==> src/rtl/mem_read_arbiter_pkg.sv <==
// Shared constants, state encoding and round-robin helper for the graph-memory read arbiter.
package mem_read_arbiter_pkg;

    localparam int unsigned DEFAULT_NUM_REQ     = 2;
    localparam int unsigned DEFAULT_MADDR_WIDTH = 16;
    localparam int unsigned DEFAULT_MDATA_WIDTH = 32;
    localparam int unsigned DEFAULT_MEM_TIMEOUT = 64;
    localparam int unsigned GRANT_W             = 3;

    typedef enum logic [1:0] {
        ARB_IDLE    = 2'd0,
        ARB_ISSUE   = 2'd1,
        ARB_RESPOND = 2'd2
    } arb_state_e;

    // Client index following idx, wrapping at n.
    function automatic logic [GRANT_W-1:0] rr_next(input logic [GRANT_W-1:0] idx,
                                                   input int unsigned n);
        if (32'(idx) + 32'd1 >= n) begin
            return '0;
        end
        return idx + GRANT_W'(1);
    endfunction

endpackage

==> src/rtl/mem_read_arbiter_if.sv <==
// Client request/response and memory read-port signals of the arbiter, with arbiter and far-side views.
interface mem_read_arbiter_if
    import mem_read_arbiter_pkg::*;
#(
    parameter int unsigned NUM_REQ     = DEFAULT_NUM_REQ,
    parameter int unsigned MADDR_WIDTH = DEFAULT_MADDR_WIDTH,
    parameter int unsigned MDATA_WIDTH = DEFAULT_MDATA_WIDTH
);

    logic [NUM_REQ-1:0]             req_enable;
    logic [NUM_REQ*MADDR_WIDTH-1:0] req_addr;
    logic [NUM_REQ-1:0]             req_ready;
    logic [MDATA_WIDTH-1:0]         req_data;
    logic [MADDR_WIDTH-1:0]         mem_addr;
    logic                           mem_read_enable;
    logic [MDATA_WIDTH-1:0]         mem_data;
    logic                           mem_read_ready;
    logic                           busy;
    logic [GRANT_W-1:0]             grant_index;
    logic                           timeout_error;

    // Arbiter side.
    modport master (
        input  req_enable, req_addr, mem_data, mem_read_ready,
        output req_ready, req_data, mem_addr, mem_read_enable,
               busy, grant_index, timeout_error
    );

    // Clients and memory side.
    modport slave (
        output req_enable, req_addr, mem_data, mem_read_ready,
        input  req_ready, req_data, mem_addr, mem_read_enable,
               busy, grant_index, timeout_error
    );

endinterface

==> src/rtl/mem_read_arbiter_rr_priority_picker.sv <==
// Combinational round-robin picker: first requester at or after ptr, wrapping modulo NUM_REQ.
module mem_read_arbiter_rr_priority_picker
    import mem_read_arbiter_pkg::*;
#(
    parameter int unsigned NUM_REQ = DEFAULT_NUM_REQ
) (
    input  logic [NUM_REQ-1:0] req_i,
    input  logic [GRANT_W-1:0] ptr_i,
    output logic               found_c_o,
    output logic [GRANT_W-1:0] index_c_o
);

    // Walk distances from largest to smallest so the nearest requester wins.
    always_comb begin
        found_c_o = 1'b0;
        index_c_o = '0;
        for (int k = int'(NUM_REQ) - 1; k >= 0; k--) begin
            for (int i = 0; i < int'(NUM_REQ); i++) begin
                if (req_i[i] &&
                    (((i >= int'(ptr_i)) ? (i - int'(ptr_i))
                                         : (i + int'(NUM_REQ) - int'(ptr_i))) == k)) begin
                    found_c_o = 1'b1;
                    index_c_o = GRANT_W'(i);
                end
            end
        end
    end

endmodule

==> src/rtl/mem_read_arbiter.sv <==
// Round-robin arbiter sharing the single graph-memory read port; one outstanding read at a time.
module mem_read_arbiter
    import mem_read_arbiter_pkg::*;
#(
    parameter int unsigned NUM_REQ     = DEFAULT_NUM_REQ,
    parameter int unsigned MADDR_WIDTH = DEFAULT_MADDR_WIDTH,
    parameter int unsigned MDATA_WIDTH = DEFAULT_MDATA_WIDTH,
    parameter int unsigned TIMEOUT     = DEFAULT_MEM_TIMEOUT
) (
    input  logic                  clock,
    input  logic                  reset,
    mem_read_arbiter_if.master    bus
);

    localparam int unsigned CNT_W = $clog2(TIMEOUT);

    arb_state_e             state_q;
    logic [GRANT_W-1:0]     rr_ptr_q;
    logic [GRANT_W-1:0]     grant_q;
    logic [CNT_W-1:0]       wait_cnt_q;
    logic [NUM_REQ-1:0]     req_ready_q;
    logic [MDATA_WIDTH-1:0] req_data_q;
    logic [MADDR_WIDTH-1:0] mem_addr_q;
    logic                   mem_re_q;
    logic                   busy_q;
    logic                   timeout_q;

    logic                   pick_found;
    logic [GRANT_W-1:0]     pick_idx;
    logic [MADDR_WIDTH-1:0] sel_addr;
    logic [NUM_REQ-1:0]     grant_onehot;
    logic [GRANT_W-1:0]     rr_ptr_d;

    mem_read_arbiter_rr_priority_picker #(
        .NUM_REQ   (NUM_REQ)
    ) u_picker (
        .req_i     (bus.req_enable),
        .ptr_i     (rr_ptr_q),
        .found_c_o (pick_found),
        .index_c_o (pick_idx)
    );

    // Address of the picked client and one-hot of the current grant.
    always_comb begin
        sel_addr     = '0;
        grant_onehot = '0;
        for (int i = 0; i < int'(NUM_REQ); i++) begin
            if (pick_idx == GRANT_W'(i)) begin
                sel_addr = bus.req_addr[i*MADDR_WIDTH +: MADDR_WIDTH];
            end
            if (grant_q == GRANT_W'(i)) begin
                grant_onehot[i] = 1'b1;
            end
        end
    end

    assign rr_ptr_d = rr_next(grant_q, NUM_REQ);

    always_ff @(posedge clock or negedge reset) begin
        if (!reset) begin
            state_q     <= ARB_IDLE;
            rr_ptr_q    <= '0;
            grant_q     <= '0;
            wait_cnt_q  <= '0;
            req_ready_q <= '0;
            req_data_q  <= '0;
            mem_addr_q  <= '0;
            mem_re_q    <= 1'b0;
            busy_q      <= 1'b0;
            timeout_q   <= 1'b0;
        end else begin
            req_ready_q <= '0;
            case (state_q)
                ARB_IDLE: begin
                    if (pick_found) begin
                        grant_q    <= pick_idx;
                        mem_addr_q <= sel_addr;
                        mem_re_q   <= 1'b1;
                        busy_q     <= 1'b1;
                        wait_cnt_q <= '0;
                        state_q    <= ARB_ISSUE;
                    end
                end
                ARB_ISSUE: begin
                    // A client that withdrew during the read gets no pulse; data still latched.
                    if (bus.mem_read_ready) begin
                        req_data_q  <= bus.mem_data;
                        req_ready_q <= grant_onehot & bus.req_enable;
                        mem_re_q    <= 1'b0;
                        state_q     <= ARB_RESPOND;
                    end else if (wait_cnt_q == CNT_W'(TIMEOUT - 1)) begin
                        timeout_q <= 1'b1;
                        mem_re_q  <= 1'b0;
                        busy_q    <= 1'b0;
                        rr_ptr_q  <= rr_ptr_d;
                        state_q   <= ARB_IDLE;
                    end else begin
                        wait_cnt_q <= wait_cnt_q + CNT_W'(1);
                    end
                end
                ARB_RESPOND: begin
                    rr_ptr_q <= rr_ptr_d;
                    busy_q   <= 1'b0;
                    state_q  <= ARB_IDLE;
                end
                default: begin
                    mem_re_q <= 1'b0;
                    busy_q   <= 1'b0;
                    state_q  <= ARB_IDLE;
                end
            endcase
        end
    end

    assign bus.req_ready       = req_ready_q;
    assign bus.req_data        = req_data_q;
    assign bus.mem_addr        = mem_addr_q;
    assign bus.mem_read_enable = mem_re_q;
    assign bus.busy            = busy_q;
    assign bus.grant_index     = grant_q;
    assign bus.timeout_error   = timeout_q;

endmodule

==> src/flat_wrapper.sv <==
// flat-port wrapper written by rule: the top's interface ports become plain ports
module mem_read_arbiter_flat import mem_read_arbiter_pkg::*;
#(
    parameter int unsigned NUM_REQ     = DEFAULT_NUM_REQ,
    parameter int unsigned MADDR_WIDTH = DEFAULT_MADDR_WIDTH,
    parameter int unsigned MDATA_WIDTH = DEFAULT_MDATA_WIDTH,
    parameter int unsigned TIMEOUT     = DEFAULT_MEM_TIMEOUT
)
  (clock, reset, bus_req_enable, bus_req_addr, bus_mem_data, bus_mem_read_ready, bus_req_ready, bus_req_data, bus_mem_addr, bus_mem_read_enable, bus_busy, bus_grant_index, bus_timeout_error);
  mem_read_arbiter_if #(.NUM_REQ(NUM_REQ), .MADDR_WIDTH(MADDR_WIDTH), .MDATA_WIDTH(MDATA_WIDTH)) bus_i ();
  input  logic clock;
  input  logic reset;
  input wire logic [$bits(bus_i.req_enable)-1:0] bus_req_enable;
  input wire logic [$bits(bus_i.req_addr)-1:0] bus_req_addr;
  input wire logic [$bits(bus_i.mem_data)-1:0] bus_mem_data;
  input wire logic [$bits(bus_i.mem_read_ready)-1:0] bus_mem_read_ready;
  output wire logic [$bits(bus_i.req_ready)-1:0] bus_req_ready;
  output wire logic [$bits(bus_i.req_data)-1:0] bus_req_data;
  output wire logic [$bits(bus_i.mem_addr)-1:0] bus_mem_addr;
  output wire logic [$bits(bus_i.mem_read_enable)-1:0] bus_mem_read_enable;
  output wire logic [$bits(bus_i.busy)-1:0] bus_busy;
  output wire logic [$bits(bus_i.grant_index)-1:0] bus_grant_index;
  output wire logic [$bits(bus_i.timeout_error)-1:0] bus_timeout_error;
  assign bus_i.req_enable = bus_req_enable;
  assign bus_i.req_addr = bus_req_addr;
  assign bus_i.mem_data = bus_mem_data;
  assign bus_i.mem_read_ready = bus_mem_read_ready;
  assign bus_req_ready = bus_i.req_ready;
  assign bus_req_data = bus_i.req_data;
  assign bus_mem_addr = bus_i.mem_addr;
  assign bus_mem_read_enable = bus_i.mem_read_enable;
  assign bus_busy = bus_i.busy;
  assign bus_grant_index = bus_i.grant_index;
  assign bus_timeout_error = bus_i.timeout_error;
  mem_read_arbiter #(.NUM_REQ(NUM_REQ), .MADDR_WIDTH(MADDR_WIDTH), .MDATA_WIDTH(MDATA_WIDTH), .TIMEOUT(TIMEOUT)) u_core (.clock(clock), .reset(reset), .bus(bus_i));
endmodule
==> config.mk <==
export PLATFORM = sky130hd
export DESIGN_NAME = mem_read_arbiter_flat
export DESIGN_NICKNAME = d
export VERILOG_FILES = /design/src/rtl/mem_read_arbiter_pkg.sv /design/src/rtl/mem_read_arbiter_if.sv /design/src/rtl/mem_read_arbiter_rr_priority_picker.sv /design/src/rtl/mem_read_arbiter.sv /design/src/flat_wrapper.sv
export SDC_FILE = /design/constraint.sdc
export NUM_CORES = 1
export LEC_CHECK = 0
export CAP_MARGIN = 15
export CORE_MARGIN = 10
export CORE_UTILIZATION = 30
export DETAILED_ROUTE_END_ITERATION = 10
export HOLD_SLACK_MARGIN = 0.03
export PLACE_DENSITY = 0.64
export SYNTH_ARGS = -nofsm -noshare
export SYNTH_HDL_FRONTEND = slang
export SYNTH_SLANG_ARGS = --single-unit
==> constraint.sdc <==
create_clock -name clock -period 3.3 [get_ports clock]
set_input_delay 0.99 -clock clock [delete_from_list [all_inputs] [get_ports clock]]
set_output_delay 0.99 -clock clock [all_outputs]
set_load 0.05 [all_outputs]
==> results.yml <==
sta:
  skew_ns: 0.00697
  rsz0062_at_grt: "false"
  finalMaxSlewViolations: 0
  worst_pin_slew_ns: 0.748
  fmax_ghz: 0.386
  whs_ns: 0.468
  slew-limit-headroom_pct: 50.1
  finalSetupTns_ns: 0
  setup_viol: 0
  period_share_pct: 78.4
  finalHoldViolCount: 0
  layout_min_cycle_time_ns: 2.59
power_and_ir_drop:
  p_sw_mw: 2.25
  p_leak_nw: 1.93
  power_frac_clock_pct: 16.5
  p_sw_share_pct: 45.2
  p_comb_share_pct: 56.3
  power.density_mw_per_mm2: 1100
  p_seq_share_pct: 27.2
  power.internal_mw: 2.72
  p_total_mw: 4.97
  ir_worst_vdd_mv: 0.511
floorplanning:
  die_w_um: 119
  die_y_um: 119
  dieArea_mm2: 0.0142
  top_level_ports: 125
  initial_core_util_pct: 30.4
  row_count: 36
  core_area_mm2: 0.00968
setup_path:
  critPathBufInv: 1
  cp_max_fo: 5
  cp_slowest_cell: "clkdlybuf4s50_1"
  critPathTopFamily: "buffers and inverters"
  max_stage_delay_ns: 0.86
  end_kind: "primary output"
  path_class: "reg -> out"
  path_cells: "clkdlybuf4s50_1"
  start_kind: "register"
  worst_ep_arrival_time_ns: 1.60
  cp_data_required_time_ns: 2.31
synth:
  syn_area_mm2: 0.00295
  synth_seq_cells: 63
  syn_area_per_cell_um2: 12.4
  ys_async_sr_fraction_pct: 100
  yosysSeqAreaShare_pct: 53.5
  synth-warning-count: 0
  ys_types: 43
  synth_ff_type: "dfrtp_1"
  netlist_instances: 237
  synth-edff-count: 0
cts:
  numCtsBuffers: 9
  cts_tree: "built"
  clock_sinks: 63
  root_buffer: "clkbuf_8"
  cts_hold_buffers: 0
  post-cts-setup-buffers: 0
  cts_max_level: 3
  clk_latency_ns: 0.33
  cts_max_path_buffers: 2
  clk_pin_slew_worst_paths_ns: 0.07
  postCtsResizedCells: 0
layout:
  post-route-util_pct: 46.6
  stdcell_count: 498
  drive_above_1_share_pct: 17.8
  layout_common_cells: "121 x clkdlybuf4s50_1, 63 x dfrtp_1, 27 x mux2_4, 19 x a21oi_1, 18 x o21ai_0"
  area.growth.synth_to_final_pct: 53.1
  diodes: 0
  fin_nets: 430
  fill_cells: 924
  mostFrequentLayoutCell: "clkdlybuf4s50_1"
placement:
  port_buffers: 122
  place.gp.congestion: 0.854
  dp_hpwl_um: 6260
  dp.cells: 482
global_route:
  grt_use_met3_pct: 5.34
  grtUsageMet1_pct: 13.7
  grt-busiest-layer: "met2"
  grt_max_degree: 36
  gr-total-overflow: 0
  grt_pass1_wl_um: 13800
  antenna_found_initial: 0
  met2_usage_pct: 19.5
  grt_usage_pct: 12.0
  grt_pass1_vias: 2642
routing:
  via_per_inst: 4.70
  drtPass1Iterations: 4
  first_iter_violations: 114
  wl_per_cell_um: 16.8
  vias: 2341
  drcViolationCount: 0
  drtAntennaViolNets: 0
  finalWirelength_um: 8350
job:
  maxCapViolations: 0
status:
  status: "complete, no violations"
worst_hold_path:
  hold_class: "reg -> reg"
==> final timing paths <==
check	from	endpoint	slack, ns	cells past startpoint
setup reg to reg	u_core.state_q[1]	u_core.bus.req_data[14]	1.61	3
setup / recovery	u_core.bus.grant_index[0]	bus_grant_index[0]	0.71	1
min in group asynchronous	reset	u_core.bus.req_data[28]	0.72	1
max in group asynchronous	reset	u_core.bus.req_data[6]	1.87	2
hold / removal	u_core.bus.timeout_error	u_core.bus.timeout_error	0.47	1
hold reg to reg	u_core.bus.timeout_error	u_core.bus.timeout_error	0.47	1
==> layout make-up <==
class	count	area, um2	share of cell area, %
Sequential cell	63	1580	34.9
Timing Repair Buffer	129	1270	28.1
Multi-Input combinational cell	151	1230	27.4
Tap cell	133	166	3.69
Clock buffer	9	124	2.74
Clock inverter	7	120	2.66
Inverter	6	22.5	0.499
==> Yosys cell counts (2+ instances only) <==
cell	instances	area [um2]
a211oi_1	2	15.0
a21oi_1	19	95.1
a31o_2	2	17.5
a31oi_1	17	106
and4_1	2	17.5
buf_2	4	20.0
buf_4	4	30.0
buf_6	4	45.0
clkbuf_1	6	22.5
dfrtp_1	63	1580
inv_1	6	22.5
mux2_2	7	78.8
mux2_4	27	405
nand2_1	5	18.8
nand3_1	2	10.0
nand3b_1	16	120
nor2_1	5	18.8
nor2b_1	3	18.8
nor3b_1	2	15.0
o21ai_0	18	90.1
==> cell families after synthesis <==
kind of cell,share of synthesized area (%)
compound gates,13.9
fa+ha+maj,0.424
buf+inv,4.75
flops,53.5
mux,16.8
other cells,0.127
simple gates,10.5
==> metal layers <==
layer / wire length, um / vias to the layer above
met5: 0 / -
met4: 76 / 0
met3: 666 / 6
met2: 4100 / 74
met1: 3510 / 1146
li1: - / 1115
==> power groups by stage <==
| stage | Clock [mW] | Sequential [mW] | Combinational, mW |
|---|---|---|---|
| finish | 0.821 | 1.35 | 2.80 |
| global route | 0.888 | 1.41 | 2.94 |
| CTS | 0.846 | 1.36 | 2.84 |
| detailed placement | 0 | 1.36 | 2.83 |
| global placement | 0 | 1.36 | 2.81 |
| floorplan | 0 | 2.45 | 0.795 |
==> metrics by stage <==
stage          area, um2  setup slack, ns
2_1_floorplan       2950             1.33
3_3_place_gp        4270            0.649
3_5_place_dp        4270            0.612
4_1_cts             4510            0.674
5_1_grt             4510            0.650
6_report            4510            0.712
==> registers in the layout, indices dropped and copies added, names as in the netlist <==
signal / count
u_core.bus.timeout_error: 1
u_core.bus.grant_index: 1
u_core.bus.req_data: 32
u_core.bus.busy: 1
u_core.wait_cnt_q: 6
u_core.bus.mem_addr: 16
u_core.rr_ptr_q: 1
u_core.state_q: 2
u_core.bus.mem_read_enable: 1
u_core.bus.req_ready: 2
Note: power is estimated with default switching activity, not from simulation.
==> RTL edit 1, RTL diff (config.mk and constraints unchanged) <==
Change the package constant `DEFAULT_MADDR_WIDTH` from 16 to 14.
--- a/src/rtl/mem_read_arbiter_pkg.sv
+++ b/src/rtl/mem_read_arbiter_pkg.sv
@@ -2,7 +2,7 @@
 package mem_read_arbiter_pkg;
 
     localparam int unsigned DEFAULT_NUM_REQ     = 2;
-    localparam int unsigned DEFAULT_MADDR_WIDTH = 16;
+    localparam int unsigned DEFAULT_MADDR_WIDTH = 14;
     localparam int unsigned DEFAULT_MDATA_WIDTH = 32;
     localparam int unsigned DEFAULT_MEM_TIMEOUT = 64;
     localparam int unsigned GRANT_W             = 3;
Ports: changed (resized bus_mem_addr and bus_req_addr); port bits go from 125 to 119. The function was not compared with the original's and may differ.
==> RTL edit 1 against the unedited design <==
- worst setup slack improved by 1.5 ps
- critical path depth unchanged
- worst hold slack gained 8.4 ps
- power shrank 12%
- non-clock buffer count down 8
- design area down 11%
- sequential cell count fell by 2
- clock power fell by 28%
- routed wire length fell by 20%
- area after synthesis down 13%
==> RTL edit 1: results (changes against the unedited design) <==
<table>
<tr><th>Metric</th><th>Value</th></tr>
<tr><th colspan="2">Placed design</th></tr>
<tr><td>Total instance count after detailed placement</td><td>418 (-13%)</td></tr>
<tr><td>HPWL reported at the end of detailed placement</td><td>5370 microns (-14%)</td></tr>
<tr><td>Post-Place Cell Area</td><td>0.00383 sq mm (-10%)</td></tr>
<tr><td># port buffers</td><td>116 (-4.9%)</td></tr>
<tr><td>Final weighted congestion of routability-driven global placement</td><td>0.793 (-7.1%)</td></tr>
<tr><td>Pre-CTS WS</td><td>635 ps (+23.7 ps)</td></tr>
<tr><th colspan="2">Layout</th></tr>
<tr><td>Fillers</td><td>767 (-17%)</td></tr>
<tr><td>Number of nets in the layout</td><td>390 (-9.3%)</td></tr>
<tr><td>Share of layout cells above drive strength 1</td><td>19.1% (+1.3 points)</td></tr>
<tr><th colspan="2">Synth</th></tr>
<tr><td>Top cells by area, synth</td><td>dfrtp_1, mux2_2, mux2i_1, o21ai_0, nand2_1</td></tr>
<tr><td>Avg Synthesized Cell Area</td><td>12.7 sq um (+2.0%)</td></tr>
<tr><td>Distinct cells, synth</td><td>31 (-28%)</td></tr>
<tr><td>Proportion of synthesized chip area in sequential cells</td><td>59.8% (+6.4 points)</td></tr>
<tr><td>Adder and majority cell fraction of the synthesized area</td><td>0.490% (+0.066 points)</td></tr>
<tr><th colspan="2">GRT</th></tr>
<tr><td>Global routing usage summed across all routing layers</td><td>10.7% (-1.3 points)</td></tr>
<tr><td>Wire length of the first global-routing pass</td><td>11000 microns (-20%)</td></tr>
<tr><td>Via count of the first global-routing pass</td><td>2112 (-20%)</td></tr>
<tr><th colspan="2">Critical path</th></tr>
<tr><td>Worst setup slack for register-to-register paths</td><td>1430 ps (-180 ps)</td></tr>
<tr><td>Logic depth of the worst register-to-register path</td><td>4 (+1)</td></tr>
<tr><th colspan="2">Run status</th></tr>
<tr><td>Outcome</td><td>finished, final reports clean</td></tr>
<tr><th colspan="2">Power</th></tr>
<tr><td>Maximum vdd drop</td><td>438 uV (-14%)</td></tr>
<tr><td>Static power due to leakage</td><td>0.00174 uW (-10%)</td></tr>
<tr><th colspan="2">STA</th></tr>
<tr><td>Max Clock Skew</td><td>8.21 ps (+1.25 ps)</td></tr>
<tr><td>Tightest slew margin relative to the limit</td><td>60.6% (+10 points)</td></tr>
<tr><th colspan="2">Worst hold path</th></tr>
<tr><td>Hold-critical path depth</td><td>2 (+1)</td></tr>
<tr><td>Min-Delay Endpoint</td><td>u_core.bus.mem_addr[0]</td></tr>
</table>
[RTL edit 1: how the worst max path moves through the flow]
stage | cells after the start | to | slack, ps
finish | 1 | bus_grant_index[0] | 710
detailed placement | 4 | u_core.bus.req_data[18] | 640
CTS | 1 | bus_grant_index[0] | 690
global placement | 6 | u_core.bus.mem_addr[13] | 670
floorplan | 4 | u_core.wait_cnt_q[2] | 1200
global route | 1 | bus_grant_index[0] | 650
[RTL edit 1: stage by stage]
stage	util, %	hold WS (ps)	power (uW)
3_3_place_gp	46.4	456	3800
5_1_grt	48.6	516	4610
2_1_floorplan	-	477	2940
3_5_place_dp	46.4	469	3830
6_report	48.6	477	4370
4_1_cts	48.6	484	4440
[RTL edit 1: cell type report]
| class | count | area share, % |
|---|---|---|
| Timing Repair Buffer | 121 | 30.1 |
| Tap cell | 105 | 3.27 |
| Multi-Input combinational cell | 122 | 23.4 |
| Inverter | 9 | 0.842 |
| Sequential cell | 61 | 38.0 |
| Clock inverter | 5 | 0.904 |
| Clock buffer | 11 | 3.52 |
[RTL edit 1: routing by layer]
| metal | part of all wire (%) | vias to the layer above | GRT usage [%] |
|---|---|---|---|
| li1 | - | 941 | - |
| met1 | 43 | 919 | 12.3 |
| met2 | 48 | 69 | 17.0 |
| met3 | 8.0 | 8 | 4.63 |
| met4 | 1.3 | 0 | 4.31 |
| met5 | 0 | - | 0 |
[RTL edit 1: where the power goes]
| group | leakage [uW] | internal, uW | switching, uW | total [uW] |
|---|---|---|---|---|
| sequential | 0.000741 | 1100 | 209 | 1310 |
| combinational | 0.000913 | 911 | 1560 | 2470 |
| clock | 0.0000815 | 293 | 297 | 590 |
| total | 0.00174 | 2300 | 2060 | 4370 |
==> RTL edit 2, RTL diff (same flow settings) <==
Without the edit above. Re-encode `arb_state_e` (3 states) as one-hot, 3 bits wide.
--- a/src/rtl/mem_read_arbiter_pkg.sv
+++ b/src/rtl/mem_read_arbiter_pkg.sv
@@ -7,10 +7,10 @@
     localparam int unsigned DEFAULT_MEM_TIMEOUT = 64;
     localparam int unsigned GRANT_W             = 3;
 
-    typedef enum logic [1:0] {
-        ARB_IDLE    = 2'd0,
-        ARB_ISSUE   = 2'd1,
-        ARB_RESPOND = 2'd2
+    typedef enum logic [2:0] {
+        ARB_IDLE    = 3'b001,
+        ARB_ISSUE   = 3'b010,
+        ARB_RESPOND = 3'b100
     } arb_state_e;
 
     // Client index following idx, wrapping at n.
Function: no difference found for any inputs over 10 cycles, from zero or initial values and one cycle with reset low; not proved beyond that.
==> RTL edit 2 against the unedited design <==
- power decreased by 10%
- global-route usage fell by 0.76 points
- worst setup slack lost 9.8 ps
- design area down 6.2%
- area after synthesis down 6.7%
- via count down 9.4%
- critical path depth is the same
- routed wire length shrank 11%
- clock power down 24%
- sequential cell count rose by 1
- count of clock-buffer cells in the layout grew 3
- non-clock buffer count is 3 lower
- worst hold slack got worse by 8.2 ps
- combinational power down 11%
- largest power group unchanged
- highest routed layer unchanged
==> RTL edit 2: results (changes against the unedited design) <==
<table>
<tr><th>Metric</th><th>Value</th></tr>
<tr><th colspan="2">Run status</th></tr>
<tr><td>Outcome</td><td>finished, final reports clean</td></tr>
<tr><th colspan="2">Detailed routing</th></tr>
<tr><td>Via density</td><td>4.65 (-1.1%)</td></tr>
<tr><td>Number of DRC markers after the initial detailed-route iteration</td><td>44 (-61%)</td></tr>
<tr><td>Met3 layer wire length in the routed design</td><td>493 microns (-26%)</td></tr>
<tr><td>WL final</td><td>7400 microns (-11%)</td></tr>
<tr><th colspan="2">Critical path</th></tr>
<tr><td>Worst setup slack for register-to-register paths</td><td>1510 ps (-100 ps)</td></tr>
<tr><td>Logic depth of the worst register-to-register path</td><td>4 (+1)</td></tr>
<tr><td>Critical register-to-register path startpoint</td><td>u_core.state_q[2]</td></tr>
<tr><td>Cell with the largest stage delay on the worst path</td><td>clkdlybuf4s50_1</td></tr>
<tr><th colspan="2">Power</th></tr>
<tr><td>Static power due to leakage</td><td>0.00182 uW (-5.8%)</td></tr>
<tr><td>Maximum vdd drop</td><td>624 uV (+22%)</td></tr>
<tr><th colspan="2">Layout</th></tr>
<tr><td>Fillers</td><td>823 (-11%)</td></tr>
<tr><td>Share of layout cells above drive strength 1</td><td>17.5% (-0.28 points)</td></tr>
<tr><td>Number of nets in the layout</td><td>413 (-4.0%)</td></tr>
<tr><th colspan="2">Synth</th></tr>
<tr><td>Top cells by area, synth</td><td>dfrtp_1, mux2_2, mux2i_1, a21oi_1, nor2_1</td></tr>
<tr><td>Proportion of synthesized chip area in sequential cells</td><td>58.3% (+4.8 points)</td></tr>
<tr><td>Leading post-synthesis cells by instance count</td><td>dfrtp_1, mux2_2, a21oi_1</td></tr>
<tr><td>Distinct cells, synth</td><td>36 (-16%)</td></tr>
<tr><th colspan="2">STA</th></tr>
<tr><td>Slew at the pin closest to its max-slew limit</td><td>752 ps (+3.92 ps)</td></tr>
<tr><td>Max Clock Skew</td><td>12.9 ps (+5.96 ps)</td></tr>
<tr><th colspan="2">GRT</th></tr>
<tr><td>Wire length of the first global-routing pass</td><td>11800 microns (-14%)</td></tr>
<tr><td>Global routing usage summed across all routing layers</td><td>11.2% (-0.76 points)</td></tr>
<tr><td>Via count of the first global-routing pass</td><td>2307 (-13%)</td></tr>
<tr><th colspan="2">Worst hold path</th></tr>
<tr><td>Min-Delay Path Class</td><td>primary input to async pin</td></tr>
<tr><th colspan="2">Placed design</th></tr>
<tr><td>Final weighted congestion of routability-driven global placement</td><td>0.727 (-15%)</td></tr>
<tr><td>HPWL reported at the end of detailed placement</td><td>5620 microns (-10%)</td></tr>
</table>
RTL edit 2: final cells by class:
cell class	count	area (sq um)	area share, %
Sequential cell	64	1600	37.9
Inverter	6	22.5	0.532
Timing Repair Buffer	126	1250	29.4
Multi-Input combinational cell	136	1050	24.7
Clock buffer	12	135	3.19
Tap cell	108	135	3.19
Clock inverter	4	45.0	1.06
RTL edit 2: how the worst min path moves through the flow:
stage                                  start                       end  slack, ps
finish                                 reset    u_core.bus.req_data[0]        460
global route                           reset   u_core.bus.req_data[29]        450
CTS                                    reset   u_core.bus.req_data[29]        440
detailed placement  u_core.bus.timeout_error  u_core.bus.timeout_error        460
global placement    u_core.bus.timeout_error  u_core.bus.timeout_error        460
floorplan               u_core.wait_cnt_q[5]      u_core.wait_cnt_q[5]        450
RTL edit 2: logic make-up after synthesis:
group | count (synthesis) | synth area share (%)
AO/OA/AOI/OAI | 37 | 8.14
AND/OR/NAND/NOR | 46 | 9.19
other | 1 | 0.136
multiplexers | 50 | 19.7
adder cells (fa/ha/maj) | 1 | 0.455
flip-flops | 64 | 58.3
buffers and inverters | 19 | 4.14
RTL edit 2: where the power goes:
group          switching (uW)  internal (uW)
Clock                     279            346
Sequential                213           1130
Combinational            1600            897
Total                    2090           2370
RTL edit 2: stage by stage:
step / utilization, % / power, uW / area (sq um) / setup WS (ps) / instances
2_1_floorplan: - / 3000 / 2750 / 1340 / 219
3_3_place_gp: 46.0 / 3860 / 4050 / 711 / 440
3_5_place_dp: 46.0 / 3880 / 4050 / 693 / 440
4_1_cts: 48.1 / 4540 / 4230 / 672 / 456
5_1_grt: 48.1 / 4710 / 4230 / 644 / 456
6_report: 48.1 / 4460 / 4230 / 702 / 456
